[src/rtl/acc_arb_pkg.sv]
// Shared types and width helpers for the accelerator request arbiter.
package acc_arb_pkg;

   typedef enum logic [0:0] {
      IDLE   = 1'b0,
      LOCKED = 1'b1
   } arb_state_e;

   // Width of an index into num_idx entries; never narrower than one bit.
   function automatic int unsigned idx_width(input int unsigned num_idx);
      return (num_idx > 32'd1) ? unsigned'($clog2(num_idx)) : 32'd1;
   endfunction

   function automatic int unsigned ext_id_width(input int unsigned id_w,
                                                input int unsigned num_req);
      return id_w + idx_width(num_req);
   endfunction

endpackage

[src/rtl/acc_rr_sel.sv]
// Combinational round-robin select: first eligible index at or after rr_ptr_i, with wrap.
module acc_rr_sel import acc_arb_pkg::*; #(
   parameter  int unsigned NumReq   = 4,
   localparam int unsigned IdxWidth = idx_width(NumReq)
) (
   input  logic [NumReq-1:0]   eligible_i,
   input  logic [IdxWidth-1:0] rr_ptr_i,
   output logic [IdxWidth-1:0] gnt_idx_o,
   output logic                gnt_valid_o
);

   always_comb begin
      logic [IdxWidth-1:0] cand;
      gnt_idx_o   = '0;
      gnt_valid_o = 1'b0;
      cand        = '0;
      for (int unsigned k = 0; k < NumReq; k++) begin
         cand = IdxWidth'((32'(rr_ptr_i) + k) % NumReq);
         if (!gnt_valid_o && eligible_i[cand]) begin
            gnt_valid_o = 1'b1;
            gnt_idx_o   = cand;
         end
      end
   end

endmodule

[src/rtl/acc_req_arbiter.sv]
// Round-robin arbiter sharing one accelerator request/response port among NumReq requesters,
// with ID extension, response routing, per-requester outstanding limits and a sticky error.
module acc_req_arbiter import acc_arb_pkg::*; #(
   parameter  int unsigned NumReq         = 4,
   parameter  int unsigned DataWidth      = 32,
   parameter  int unsigned AddrWidth      = 4,
   parameter  int unsigned IdWidth        = 5,
   parameter  int unsigned MaxOutstanding = 4,
   localparam int unsigned IdxWidth       = idx_width(NumReq)
) (
   input  logic                                 clk_i,
   input  logic                                 rst_ni,
   input  logic [NumReq-1:0]                    slv_req_valid_i,
   output logic [NumReq-1:0]                    slv_req_ready_o,
   input  logic [NumReq-1:0][AddrWidth-1:0]     slv_req_addr_i,
   input  logic [NumReq-1:0][DataWidth-1:0]     slv_req_data_i,
   input  logic [NumReq-1:0][IdWidth-1:0]       slv_req_id_i,
   output logic [NumReq-1:0]                    slv_rsp_valid_o,
   input  logic [NumReq-1:0]                    slv_rsp_ready_i,
   output logic [DataWidth-1:0]                 slv_rsp_data_o,
   output logic [IdWidth-1:0]                   slv_rsp_id_o,
   output logic                                 mst_req_valid_o,
   input  logic                                 mst_req_ready_i,
   output logic [AddrWidth-1:0]                 mst_req_addr_o,
   output logic [DataWidth-1:0]                 mst_req_data_o,
   output logic [IdWidth+IdxWidth-1:0]          mst_req_id_o,
   input  logic                                 mst_rsp_valid_i,
   output logic                                 mst_rsp_ready_o,
   input  logic [DataWidth-1:0]                 mst_rsp_data_i,
   input  logic [IdWidth+IdxWidth-1:0]          mst_rsp_id_i,
   output logic                                 err_o
);

   localparam int unsigned         CntWidth   = $clog2(MaxOutstanding + 1);
   localparam int unsigned         ExtIdWidth = ext_id_width(IdWidth, NumReq);
   localparam logic [CntWidth-1:0] CntMax     = CntWidth'(MaxOutstanding);

   arb_state_e                      state_q, state_d;
   logic [IdxWidth-1:0]             rr_ptr_q, rr_ptr_d;
   logic [IdxWidth-1:0]             lock_idx_q, lock_idx_d;
   logic [NumReq-1:0][CntWidth-1:0] cnt_q, cnt_d;
   logic                            err_q, err_d;

   logic [NumReq-1:0]   eligible;
   logic [IdxWidth-1:0] rr_gnt_idx, sel_idx, rsp_idx;
   logic                rr_gnt_valid, lock_valid, sel_valid, req_hs;
   logic                rsp_known, rsp_cnt_zero, rsp_ready, rsp_bad, rsp_hs;

   function automatic logic [IdxWidth-1:0] wrap_inc(input logic [IdxWidth-1:0] idx);
      return (32'(idx) == NumReq - 1) ? '0 : idx + 1'b1;
   endfunction

   always_comb begin
      for (int unsigned i = 0; i < NumReq; i++) begin
         eligible[i] = slv_req_valid_i[i] && (cnt_q[i] < CntMax);
      end
   end

   acc_rr_sel #(
      .NumReq (NumReq)
   ) i_rr_sel (
      .eligible_i  (eligible),
      .rr_ptr_i    (rr_ptr_q),
      .gnt_idx_o   (rr_gnt_idx),
      .gnt_valid_o (rr_gnt_valid)
   );

   // A locked grant ignores the counter so the presented beat cannot change under backpressure.
   assign lock_valid = slv_req_valid_i[lock_idx_q];
   assign sel_idx    = (state_q == LOCKED) ? lock_idx_q : rr_gnt_idx;
   assign sel_valid  = rst_ni && ((state_q == LOCKED) ? lock_valid : rr_gnt_valid);
   assign req_hs     = sel_valid && mst_req_ready_i;

   assign mst_req_valid_o = sel_valid;
   assign mst_req_addr_o  = slv_req_addr_i[sel_idx];
   assign mst_req_data_o  = slv_req_data_i[sel_idx];
   assign mst_req_id_o    = {sel_idx, slv_req_id_i[sel_idx]};

   always_comb begin
      slv_req_ready_o = '0;
      if (sel_valid) begin
         slv_req_ready_o[sel_idx] = mst_req_ready_i;
      end
   end

   assign rsp_idx        = mst_rsp_id_i[ExtIdWidth-1:IdWidth];
   assign slv_rsp_id_o   = mst_rsp_id_i[IdWidth-1:0];
   assign slv_rsp_data_o = mst_rsp_data_i;

   always_comb begin
      rsp_known    = 1'b0;
      rsp_cnt_zero = 1'b0;
      rsp_ready    = 1'b0;
      for (int unsigned i = 0; i < NumReq; i++) begin
         if (32'(rsp_idx) == i) begin
            rsp_known    = 1'b1;
            rsp_cnt_zero = (cnt_q[i] == '0);
            rsp_ready    = slv_rsp_ready_i[i];
         end
      end
   end

   // Unroutable or unexpected responses are swallowed so the shared port never stalls on them.
   assign rsp_bad         = !rsp_known || rsp_cnt_zero;
   assign rsp_hs          = rst_ni && mst_rsp_valid_i && !rsp_bad && rsp_ready;
   assign mst_rsp_ready_o = rst_ni && (rsp_bad || rsp_ready);

   always_comb begin
      slv_rsp_valid_o = '0;
      for (int unsigned i = 0; i < NumReq; i++) begin
         slv_rsp_valid_o[i] = rst_ni && mst_rsp_valid_i && !rsp_bad && (32'(rsp_idx) == i);
      end
   end

   always_comb begin
      state_d    = state_q;
      rr_ptr_d   = rr_ptr_q;
      lock_idx_d = lock_idx_q;
      err_d      = err_q;
      if (mst_rsp_valid_i && rsp_bad) begin
         err_d = 1'b1;
      end
      case (state_q)
         IDLE: begin
            if (rr_gnt_valid) begin
               if (mst_req_ready_i) begin
                  rr_ptr_d = wrap_inc(rr_gnt_idx);
               end else begin
                  lock_idx_d = rr_gnt_idx;
                  state_d    = LOCKED;
               end
            end
         end
         LOCKED: begin
            if (!lock_valid) begin
               err_d   = 1'b1;
               state_d = IDLE;
            end else if (mst_req_ready_i) begin
               rr_ptr_d = wrap_inc(lock_idx_q);
               state_d  = IDLE;
            end
         end
         default: state_d = IDLE;
      endcase
   end

   always_comb begin
      logic inc, dec;
      cnt_d = cnt_q;
      inc   = 1'b0;
      dec   = 1'b0;
      for (int unsigned i = 0; i < NumReq; i++) begin
         inc = req_hs && (32'(sel_idx) == i) && (cnt_q[i] != CntMax);
         dec = rsp_hs && (32'(rsp_idx) == i);
         if (inc && !dec) begin
            cnt_d[i] = cnt_q[i] + 1'b1;
         end else if (dec && !inc) begin
            cnt_d[i] = cnt_q[i] - 1'b1;
         end
      end
   end

   always_ff @(posedge clk_i) begin
      if (!rst_ni) begin
         state_q    <= IDLE;
         rr_ptr_q   <= '0;
         lock_idx_q <= '0;
         cnt_q      <= '0;
         err_q      <= 1'b0;
      end else begin
         state_q    <= state_d;
         rr_ptr_q   <= rr_ptr_d;
         lock_idx_q <= lock_idx_d;
         cnt_q      <= cnt_d;
         err_q      <= err_d;
      end
   end

   assign err_o = err_q;

endmodule

[config.mk]
export PLATFORM = sky130hd
export DESIGN_NAME = acc_req_arbiter
export DESIGN_NICKNAME = d
export VERILOG_FILES = /design/src/rtl/acc_arb_pkg.sv /design/src/rtl/acc_rr_sel.sv /design/src/rtl/acc_req_arbiter.sv
export SDC_FILE = /design/constraint.sdc
export NUM_CORES = 1
export LEC_CHECK = 0
export BUFFER_PORTS_ARGS = -buffer_cell sky130_fd_sc_hd__buf_2
export CAP_MARGIN = 0
export CORE_AREA = 2 2 118 120
export CTS_CLUSTER_DIAMETER = 50
export DETAILED_ROUTE_END_ITERATION = 16
export DIE_AREA = 0 0 120 122
export PLACE_DENSITY = 0.61
export SYNTH_ARGS = -nofsm -noshare
export SYNTH_HDL_FRONTEND = slang
export SYNTH_SLANG_ARGS = --single-unit
[constraint.sdc]
create_clock -name clk_i -period 3 [get_ports clk_i]
set_input_delay 0 -clock clk_i [delete_from_list [all_inputs] [get_ports clk_i]]
set_output_delay 0 -clock clk_i [all_outputs]
set_load 0.02 [all_outputs]
==> results.cfg, run 1 <==
[clock_tree]
clock_latency_ps = 250
cts_inserted_buffers = 3
clk_pin_slew_worst_paths_ps = 50
cts_tree = built
cts_buffer_depth = 2
htree_levels = 1
cts_num_sinks = 18
cts_root_buffer = clkbuf_16

[grt]
grt_pass1_wl_um = 16500
gr-total-overflow = 0
grt_usage_pct = 14.72
antenna_found_initial = 1
grt_pass1_vias = 2866
grt_max_degree = 42

[floorplan]
row_count = 43
die_x_um = 120
start_util_pct = 19.29
fp.dieH_um = 122
die-area_um2 = 14640
core_area_um2 = 13500
io_pins = 306

[yosys]
netlist_top_cells_count = mux4_2 (43), buf_4 (37), nor2_1 (21), dfxtp_1 (18), nand2_1 (11)
synth_nets = 462
synth_edf_count = 0
synthesis.area_um2 = 2605
synth_area_leaders = mux4_2 (37%), dfxtp_1 (14%), buf_4 (11%)
yosysTopAreaCell = mux4_2
synth-seq-cells = 18
async_flop_share_pct = 0
synth_area_per_cell_um2 = 10.95
seq_area_frac_synth_pct = 13.83
ys_types = 46
synth_top_area_share_pct = 37.18
synth.most_common_cell = mux4_2
netlist_instances = 238
synth_flop_cell = dfxtp_1
ys_warn_count = 0

[placement]
preCtsSetupSlack_ps = 94.63
placedCellCount = 604
routabilityCongestion = 0.8797
place_hpwl_um = 10520
port_buffers = 231
post_dp_cell_area_um2 = 3664

[finish]
fin_area_um2 = 3756
layout-drive-gt1-share_pct = 68.46
nNetsFinal = 654
diodes = 0
finish.utilization_pct = 27.81
instances_no_fill = 608
area_growth_pct = 44.19

[routing]
drtIter0Drc = 67
route.antenna.remaining_nets = 0
vias_per_cell = 4.613
totalWireLength_um = 11610
wl_per_cell_um = 19.10
firstDrtPassIters = 4
vias = 2805
drc_errors = 0

[timing]
relSlewSlack_pct = 62.89
setup_ws_ps = 225.6
period_share_pct = 92.48
clock_skew_ps = 2.739
tightest_slew_ps = 556.7
fin_crit_ps = 2774
report.final.slew_viol_count = 0
setup_viol = 0
hold_viol = 0
setup_tns_ps = 0
fmax_mhz = 360.4
rsz0062_at_grt = no

[worst_setup_path]
path_max_fanout = 8
critical_path.endpoint_type = flop
cp_top_family = simple AND/OR/NAND/NOR gates
cp_cell_sequence = nor2b_2 > or4_1 > o211ai_2 > nor2_4 > and4_1 > ha_1 > inv_1 > fa_1 > xor2_1 > or3_1 > a21oi_1
crit_type = flop to flop
critPathArrivalTime_ps = 2930
cp_num_buf_inv = 1
crit_slowest_cell = or4_1
crit_required_ps = 3160
max_stage_delay_ps = 600
cp-start-kind = flop

[power]
p_per_area_nw_per_um2 = 421.4
vdd_ir_drop_max_uv = 194.6
leakage_uw = 0.001800

[status]
status = complete, no violations

[hold_path]
hold_path_class = primary input to output pin

[job]
maxCapViolCount = 0
path summary, 6_finish.rpt:
| check | from | end | slack [ps] | depth (start not counted) |
|---|---|---|---|---|
| setup / recovery | cnt_q[5] | cnt_q[8] | 230 | 11 |
| setup reg to reg | cnt_q[5] | cnt_q[8] | 230 | 11 |
| hold / removal | mst_rsp_data_i[25] | slv_rsp_data_o[25] | 0.009 | 0 |
| hold reg to reg | err_o | err_o | 490 | 2 |
metrics by stage:
step,hold slack [ps],total power [µW]
finish,0.008833,1583
floorplan,72.38,1053
CTS,0.1367,1601
global route,0.02925,1676
detailed placement,0.1367,1340
global placement,0.1367,1327
layer usage:
metal,track usage [%],up-vias,wire (µm)
met1,17.32,1377,4437
met5,0,-,0
li1,-,1255,-
met2,26.49,161,5850
met3,4.588,12,1136
met4,2.721,0,189
logic make-up (layout without fill, tap and decap cells):
logic type	count (synthesis)	after routing	share of synthesized area [%]
flip-flops	18	18	13.83
AND/OR/NAND/NOR	66	66	13.88
buffers and inverters	58	248	15.03
XOR/XNOR	8	8	2.690
AO/OA/AOI/OAI	29	29	8.742
multiplexers	50	50	40.35
adder cells (fa/ha/maj)	9	9	5.476
sequential cells by signal, summed over array words and instances (netlist names):
signal and count:
err_o 1, cnt_q 12, state_q 1, rr_ptr_q 2
lock_idx_q 2
final cells by class:
| type | count | area (µm²) |
|---|---|---|
| flip-flops and latches | 18 | 360.3 |
| multi-input cells | 162 | 1861 |
| well taps | 180 | 225.2 |
| inverters | 11 | 41.29 |
| clock buffers | 3 | 75.07 |
| fillers | 1449 | 9748 |
| repair buffers | 234 | 1194 |
cells in the final DEF, fill, tap and decap left out, drive strengths merged, types with 3 or more instances in the layout:
master | synthesis | final
mux2i | 7 | 7
fa | 4 | 4
o211ai | 3 | 3
ha | 5 | 5
nor2b | 4 | 4
a21oi | 9 | 9
buf | 45 | 233
inv | 10 | 10
nor3 | 4 | 4
clkbuf | 2 | 3
and4 | 4 | 4
nor2 | 21 | 21
nand2b | 5 | 5
xor2 | 8 | 8
o21ai | 6 | 6
dfxtp | 18 | 18
or3 | 4 | 4
mux4 | 43 | 43
and3 | 5 | 5
nand2 | 12 | 12
report_power, final:
group | switching, µW | total [µW] | internal (µW)
clock | 85.2 | 260 | 175
combinational | 552 | 1030 | 482
sequential | 28.4 | 288 | 260
worst reg2reg max path: stages (launching register included):
cell and delay [ps]:
dfxtp_1 400, nor2b_2 100, or4_1 610, o211ai_2 270, nor2_4 90, and4_1 210, ha_1 210, inv_1 70
fa_1 170, xor2_1 70, or3_1 310, a21oi_1 170
timing repair:
item	in CTS	in global routing
endpoints found under the hold margin	1	0
resized for setup	0	2
hold buffers	1	0
endpoints found under the setup margin	0	4
buffers inserted	0	0
Note: power is estimated with default switching activity, not from simulation.
==> run 2: changes to the inputs <==
- CELL_PAD_IN_SITES_DETAIL_PLACEMENT: not set -> 0
- CELL_PAD_IN_SITES_GLOBAL_PLACEMENT: not set -> 1
- CORE_AREA: 2 2 118 120 -> 2 2 119 121
- DIE_AREA: 0 0 120 122 -> 0 0 121 123
- PLACE_DENSITY: 0.61 -> not set
- PLACE_DENSITY_LB_ADDON: not set -> 0.1
==> results.cfg, run 2 (synthesized netlist as in run 1, its figures left out) <==
[clock_tree]
cts_tree = built
cts_root_buffer = clkbuf_16
cts_buffer_depth = 2
cts_inserted_buffers = 3
cts_num_sinks = 18
clock_latency_ps = 250
clk_pin_slew_worst_paths_ps = 60
htree_levels = 1

[timing]
setup_tns_ps = 0
fin_crit_ps = 2772
setup_viol = 0
tightest_slew_ps = 613.0
setup_ws_ps = 227.6
report.final.slew_viol_count = 0
relSlewSlack_pct = 58.88
hold_viol = 0
fmax_mhz = 360.7
clock_skew_ps = 1.110
rsz0062_at_grt = no
period_share_pct = 92.41

[grt]
grt_usage_pct = 14.54
gr-total-overflow = 0
grt_pass1_vias = 2695
grt_max_degree = 33
grt_pass1_wl_um = 16220
antenna_found_initial = 0

[worst_setup_path]
cp_common_cell = a21oi_1
critPathArrivalTime_ps = 2940
cp_num_buf_inv = 2
path_max_fanout = 6
cp_cell_sequence = nand2b_1 > a21oi_1 > a2bb2oi_2 > mux2i_4 > inv_2 > and4_1 > ha_1 > inv_1 > fa_1 > xor2_1 > or3_1 > a21oi_1
cp-start-kind = flop
crit_slowest_cell = dfxtp_1
crit_type = flop to flop
critical_path.endpoint_type = flop
crit_required_ps = 3160
max_stage_delay_ps = 450
cp_top_family = compound AO/OA/AOI/OAI gates

[finish]
fin_area_um2 = 3807
fillerInstances = 1474
regMostFlops = cnt_q
nNetsFinal = 659
largest_reg_flops = 12
layout-drive-gt1-share_pct = 68.89
instances_no_fill = 614
reg_top3 = cnt_q x12, lock_idx_q x2, rr_ptr_q x2
finish.utilization_pct = 27.97
final_common_cell = buf_2
diodes = 0
final_cell_mix = buf_2 (231), mux4_2 (43), nor2_1 (20)
area_growth_pct = 46.16

[placement]
place_hpwl_um = 10490
preCtsSetupSlack_ps = 33.99
routabilityCongestion = 0.7805
post_dp_cell_area_um2 = 3666
port_buffers = 231
placedCellCount = 606

[power]
p_sw_uw = 670.5
pwr-share-comb_pct = 63.4
p_sw_share_pct = 41.37
sequentialPowerShare_pct = 17.7
vdd_ir_drop_max_uv = 174.7
p_int_uw = 950.2
power_frac_clock_pct = 18.8
leakage_uw = 0.001829
p_per_area_nw_per_um2 = 425.7

[routing]
totalWireLength_um = 11950
drc_errors = 0
vias = 2721
drtIter0Drc = 80
wl_per_cell_um = 19.47
route.antenna.remaining_nets = 0
vias_per_cell = 4.432
firstDrtPassIters = 4

[status]
status = complete, no violations

[floorplan]
die_x_um = 121
row_count = 43
fp.dieH_um = 123
io_pins = 306
die-area_um2 = 14880
core_area_um2 = 13610
start_util_pct = 19.14

[job]
maxCapViolCount = 0

[hold_path]
hold_path_class = primary input to output pin
run 2: cell count changes in the layout (fill, tap and decap cells not counted), sizes merged:
cell    before  now
buf        233  238
clkbuf       3    4
run 2: path summary, 6_finish.rpt:
kind	endpoint	startpoint	depth (start not counted)	slack (ps)
setup / recovery	cnt_q[11]	rr_ptr_q[0]	12	230
setup reg to reg	cnt_q[11]	rr_ptr_q[0]	12	230
hold / removal	slv_rsp_data_o[30]	mst_rsp_data_i[30]	0	0.009
hold reg to reg	err_o	err_o	2	490
run 2: cell type report:
type / count / area, µm² / area share [%]
sequential: 18 / 360.3 / 9.464
inverter: 11 / 41.29 / 1.084
tap: 180 / 225.2 / 5.915
multi-input combinational: 162 / 1869 / 49.10
clock buffer: 4 / 88.84 / 2.333
timing repair buffer: 239 / 1222 / 32.11
run 2: through the flow:
step | power, µW | hold WS [ps]
finish | 1621 | 0.008814
global route | 1722 | 0.03224
CTS | 1631 | 0.1367
detailed placement | 1320 | 0.1367
global placement | 1323 | 0.1367
floorplan | 1053 | 72.38
run 2: metal layers:
metal	global-route usage, %	routed length, µm	vias up
li1	-	-	1271
met1	17.36	4430	1290
met2	24.05	5895	146
met3	6.873	1517	14
met4	2.762	110	0
met5	0	0	-
run 2: what timing repair did:
item                                   CTS  global route
setup endpoints to repair                0            34
hold buffers                             1             0
setup buffers                            0             3
gates resized for setup                  0             5
endpoints found under the hold margin    1             0
run 2: worst register-to-register path, cell delays in order, from the launching register on:
cell and delay (ps):
dfxtp_1 450, nand2b_1 100, a21oi_1 220, a2bb2oi_2 260, mux2i_4 160, inv_2 110
and4_1 180, ha_1 180, inv_1 60, fa_1 370, xor2_1 150, or3_1 300
a21oi_1 140
run 2: power by group through the flow:
stage / clock (µW) / combinational, µW / sequential [µW]
final: 305 / 1030 / 288
after global routing: 321 / 1110 / 292
after CTS: 311 / 1030 / 287
after detailed placement: 0 / 1030 / 292
after global placement: 0 / 1030 / 294
after floorplan: 0 / 765 / 288
==> run 3: changes to the inputs <==
- ABC_AREA: not set -> 1
- CORE_AREA: 2 2 119 121 -> not set
- CORE_UTILIZATION: not set -> 23
- DIE_AREA: 0 0 121 123 -> not set
- SETUP_SLACK_MARGIN: not set -> 0.5
- SLEW_MARGIN: not set -> 20
==> results.cfg, run 3 <==
[routing]
drc_errors = 0
drtIter0Drc = 232
vias_per_cell = 4.569
firstDrtPassIters = 4
wl_per_cell_um = 13.81
totalWireLength_um = 14370
vias = 4756
route.antenna.remaining_nets = 0

[timing]
setup_tns_ps = 0
relSlewSlack_pct = 38.53
tightest_slew_ps = 922.0
period_share_pct = 90.11
hold_viol = 0
setup_ws_ps = 296.8
fmax_mhz = 369.9
clock_skew_ps = 9.227
rsz0062_at_grt = yes
setup_viol = 0
fin_crit_ps = 2703
report.final.slew_viol_count = 0

[floorplan]
die-area_um2 = 15330
io_pins = 306
fp.dieH_um = 123.8
die_x_um = 123.8
row_count = 44
core_area_um2 = 14530
start_util_pct = 23.48

[finish]
nNetsFinal = 1081
final_common_cell = nand2_1
area_growth_pct = 43.00
final_cell_mix = nand2_1 (316), buf_2 (231), nand3_1 (91)
regMostFlops = cnt_q
largest_reg_flops = 12
layout-drive-gt1-share_pct = 39.14
fin_area_um2 = 4881
reg_top3 = cnt_q x12, lock_idx_q x2, rr_ptr_q x2

[worst_setup_path]
cp-start-kind = flop
r2r_start = rr_ptr_q[0]
path_max_fanout = 8
critPathArrivalTime_ps = 2830
critical_path.endpoint_type = flop
crit_required_ps = 3130
timing.rr.end = cnt_q[8]
crit_type = flop to flop
r2r_slack_ps = 300
reg2regPathDepth = 19

[placement]
post_dp_cell_area_um2 = 4393
routabilityCongestion = 0.8413
preCtsSetupSlack_ps = 78.15
port_buffers = 231
place_hpwl_um = 10360

[clock_tree]
cts_buffer_depth = 2
cts_inserted_buffers = 3
clock_latency_ps = 250
clk_pin_slew_worst_paths_ps = 60
htree_levels = 1
cts_num_sinks = 18
cts_root_buffer = clkbuf_16
cts_tree = built

[hold_path]
holdPathEnd = slv_rsp_data_o[18]
hold_start = mst_rsp_data_i[18]
whs_path_depth = 0
hold_path_class = primary input to output pin

[yosys]
synth_edf_count = 0
synth_top_family_by_area = simple AND/OR/NAND/NOR gates
netlist_instances = 668
synth_compound_area_share_pct = 6.965
synth-seq-cells = 18
synthMuxAreaShare_pct = 0.3299
synthSimpleGateAreaFrac_pct = 59.13
async_flop_share_pct = 0
synth.most_common_cell = nand2_1
synth_area_per_cell_um2 = 5.110
netlist_top_cells_count = nand2_1 (328), nand3_1 (105), buf_4 (42), nor2_1 (32), inv_1 (30)
ys_warn_count = 0
yosys.area_share.xor_xnor_pct = 0.2566
synth_area_leaders = nand2_1 (36%), nand3_1 (15%), dfxtp_1 (11%)
synth_top_area_share_pct = 36.07
synth_nets = 892
synth_adder_area_share_pct = 4.179
synthesis.area_um2 = 3413
ys_types = 30
synth_flop_cell = dfxtp_1
seq_area_frac_synth_pct = 10.56
yosysTopAreaCell = nand2_1

[job]
maxCapViolCount = 0

[grt]
antenna_found_initial = 1
grt_pass1_vias = 4054
grt_max_degree = 85
grt_usage_pct = 16.73
grt_pass1_wl_um = 20410
gr-total-overflow = 0

[power]
leakage_uw = 0.002912
sequentialPowerShare_pct = 7.1
p_sw_share_pct = 61.56
p_int_uw = 2097
pwr-share-comb_pct = 87.4
vdd_ir_drop_max_uv = 733.7
p_sw_uw = 3358
power_frac_clock_pct = 5.5
p_per_area_nw_per_um2 = 1117

[status]
status = complete, no violations
## run 3: cell types whose count changed after synthesis, moves of 11 or more
cell     change
a21oi_1     +14
buf_2       +12
inv_1       +22
mux4_2      -43
nand2_1    +317
nand3_1    +103
nor2_1      +11
o21ai_0     +15
## run 3: stage by stage
step / instances / utilization [%] / power (µW) / hold slack (ps)
finish: 1041 / 33.58 / 5454 / 0.008821
global route: 1041 / 33.58 / 6028 / 0.03201
CTS: 1033 / 32.36 / 5352 / 0.1367
detailed placement: 1018 / 30.23 / 4825 / 0.1367
global placement: 1018 / 30.23 / 4807 / 0.1367
floorplan: 668 / - / 3697 / 78.22
## run 3: worst max path at each step
stage                startpoint  slack [ps]       end  cells after the start
floorplan           rr_ptr_q[0]         350  cnt_q[5]                     21
global placement    rr_ptr_q[0]         160  cnt_q[8]                     19
detailed placement  rr_ptr_q[0]          80  cnt_q[8]                     17
CTS                 rr_ptr_q[0]         400  cnt_q[8]                     20
global route        rr_ptr_q[0]         120  cnt_q[5]                     18
finish              rr_ptr_q[0]         300  cnt_q[8]                     19
## run 3: cell families after synthesis
| family | count (synthesis) |
|---|---|
| fa+ha+maj | 9 |
| mux | 1 |
| buf+inv | 108 |
| xor+xnor | 1 |
| simple gates | 486 |
| compound gates | 45 |
| flops | 18 |
## run 3: power by group through the flow
stage / registers [µW] / clock network (µW) / logic [µW]
2_1_floorplan: 352 / 0 / 3340
3_3_place_gp: 377 / 0 / 4430
4_1_cts: 383 / 305 / 4660
5_1_grt: 398 / 321 / 5310
3_5_place_dp: 382 / 0 / 4440
6_report: 386 / 300 / 4770
## run 3: critical path, cell delays in order (launching register included)
cell and delay [ps]:
dfxtp_4 400, inv_8 90, nand3_2 100, nand3_1 90
nand2_1 110, nand3_4 120, inv_1 60, nand3_2 90
nand3_4 80, nor2_4 180, buf_6 130, nand3_4 70
nor2_2 90, ha_2 180, inv_2 40, fa_2 350
a21oi_2 150, o21ai_1 90, o21ai_1 120, a21oi_1 50
## run 3: final cells by class
class / instances / area (µm²)
Fill cell: 1658 / 9653
Multi-Input combinational cell: 542 / 2655
Timing Repair Buffer: 259 / 1399
Sequential cell: 18 / 369.1
Tap cell: 184 / 230.2
Inverter: 33 / 136.4
Clock buffer: 4 / 88.84
Antenna cell: 1 / 2.502
## run 3: per-layer routing
| metal | vias up | routed length, µm | global-route usage [%] |
|---|---|---|---|
| met5 | - | 0 | 0 |
| met4 | 0 | 206 | 3.163 |
| met2 | 173 | 7077 | 29.90 |
| li1 | 2458 | - | - |
| met1 | 2108 | 6103 | 21.15 |
| met3 | 17 | 986 | 2.518 |
## run 3: what timing repair did
| item | in CTS | in global routing |
|---|---|---|
| gates cloned | 0 | 0 |
| hold endpoints to repair | 1 | 0 |
| pin swaps | 13 | 18 |
| hold buffers | 1 | 0 |
| setup endpoints to repair | 49 | 49 |
| resized for setup | 42 | 32 |
| setup buffers | 10 | 7 |
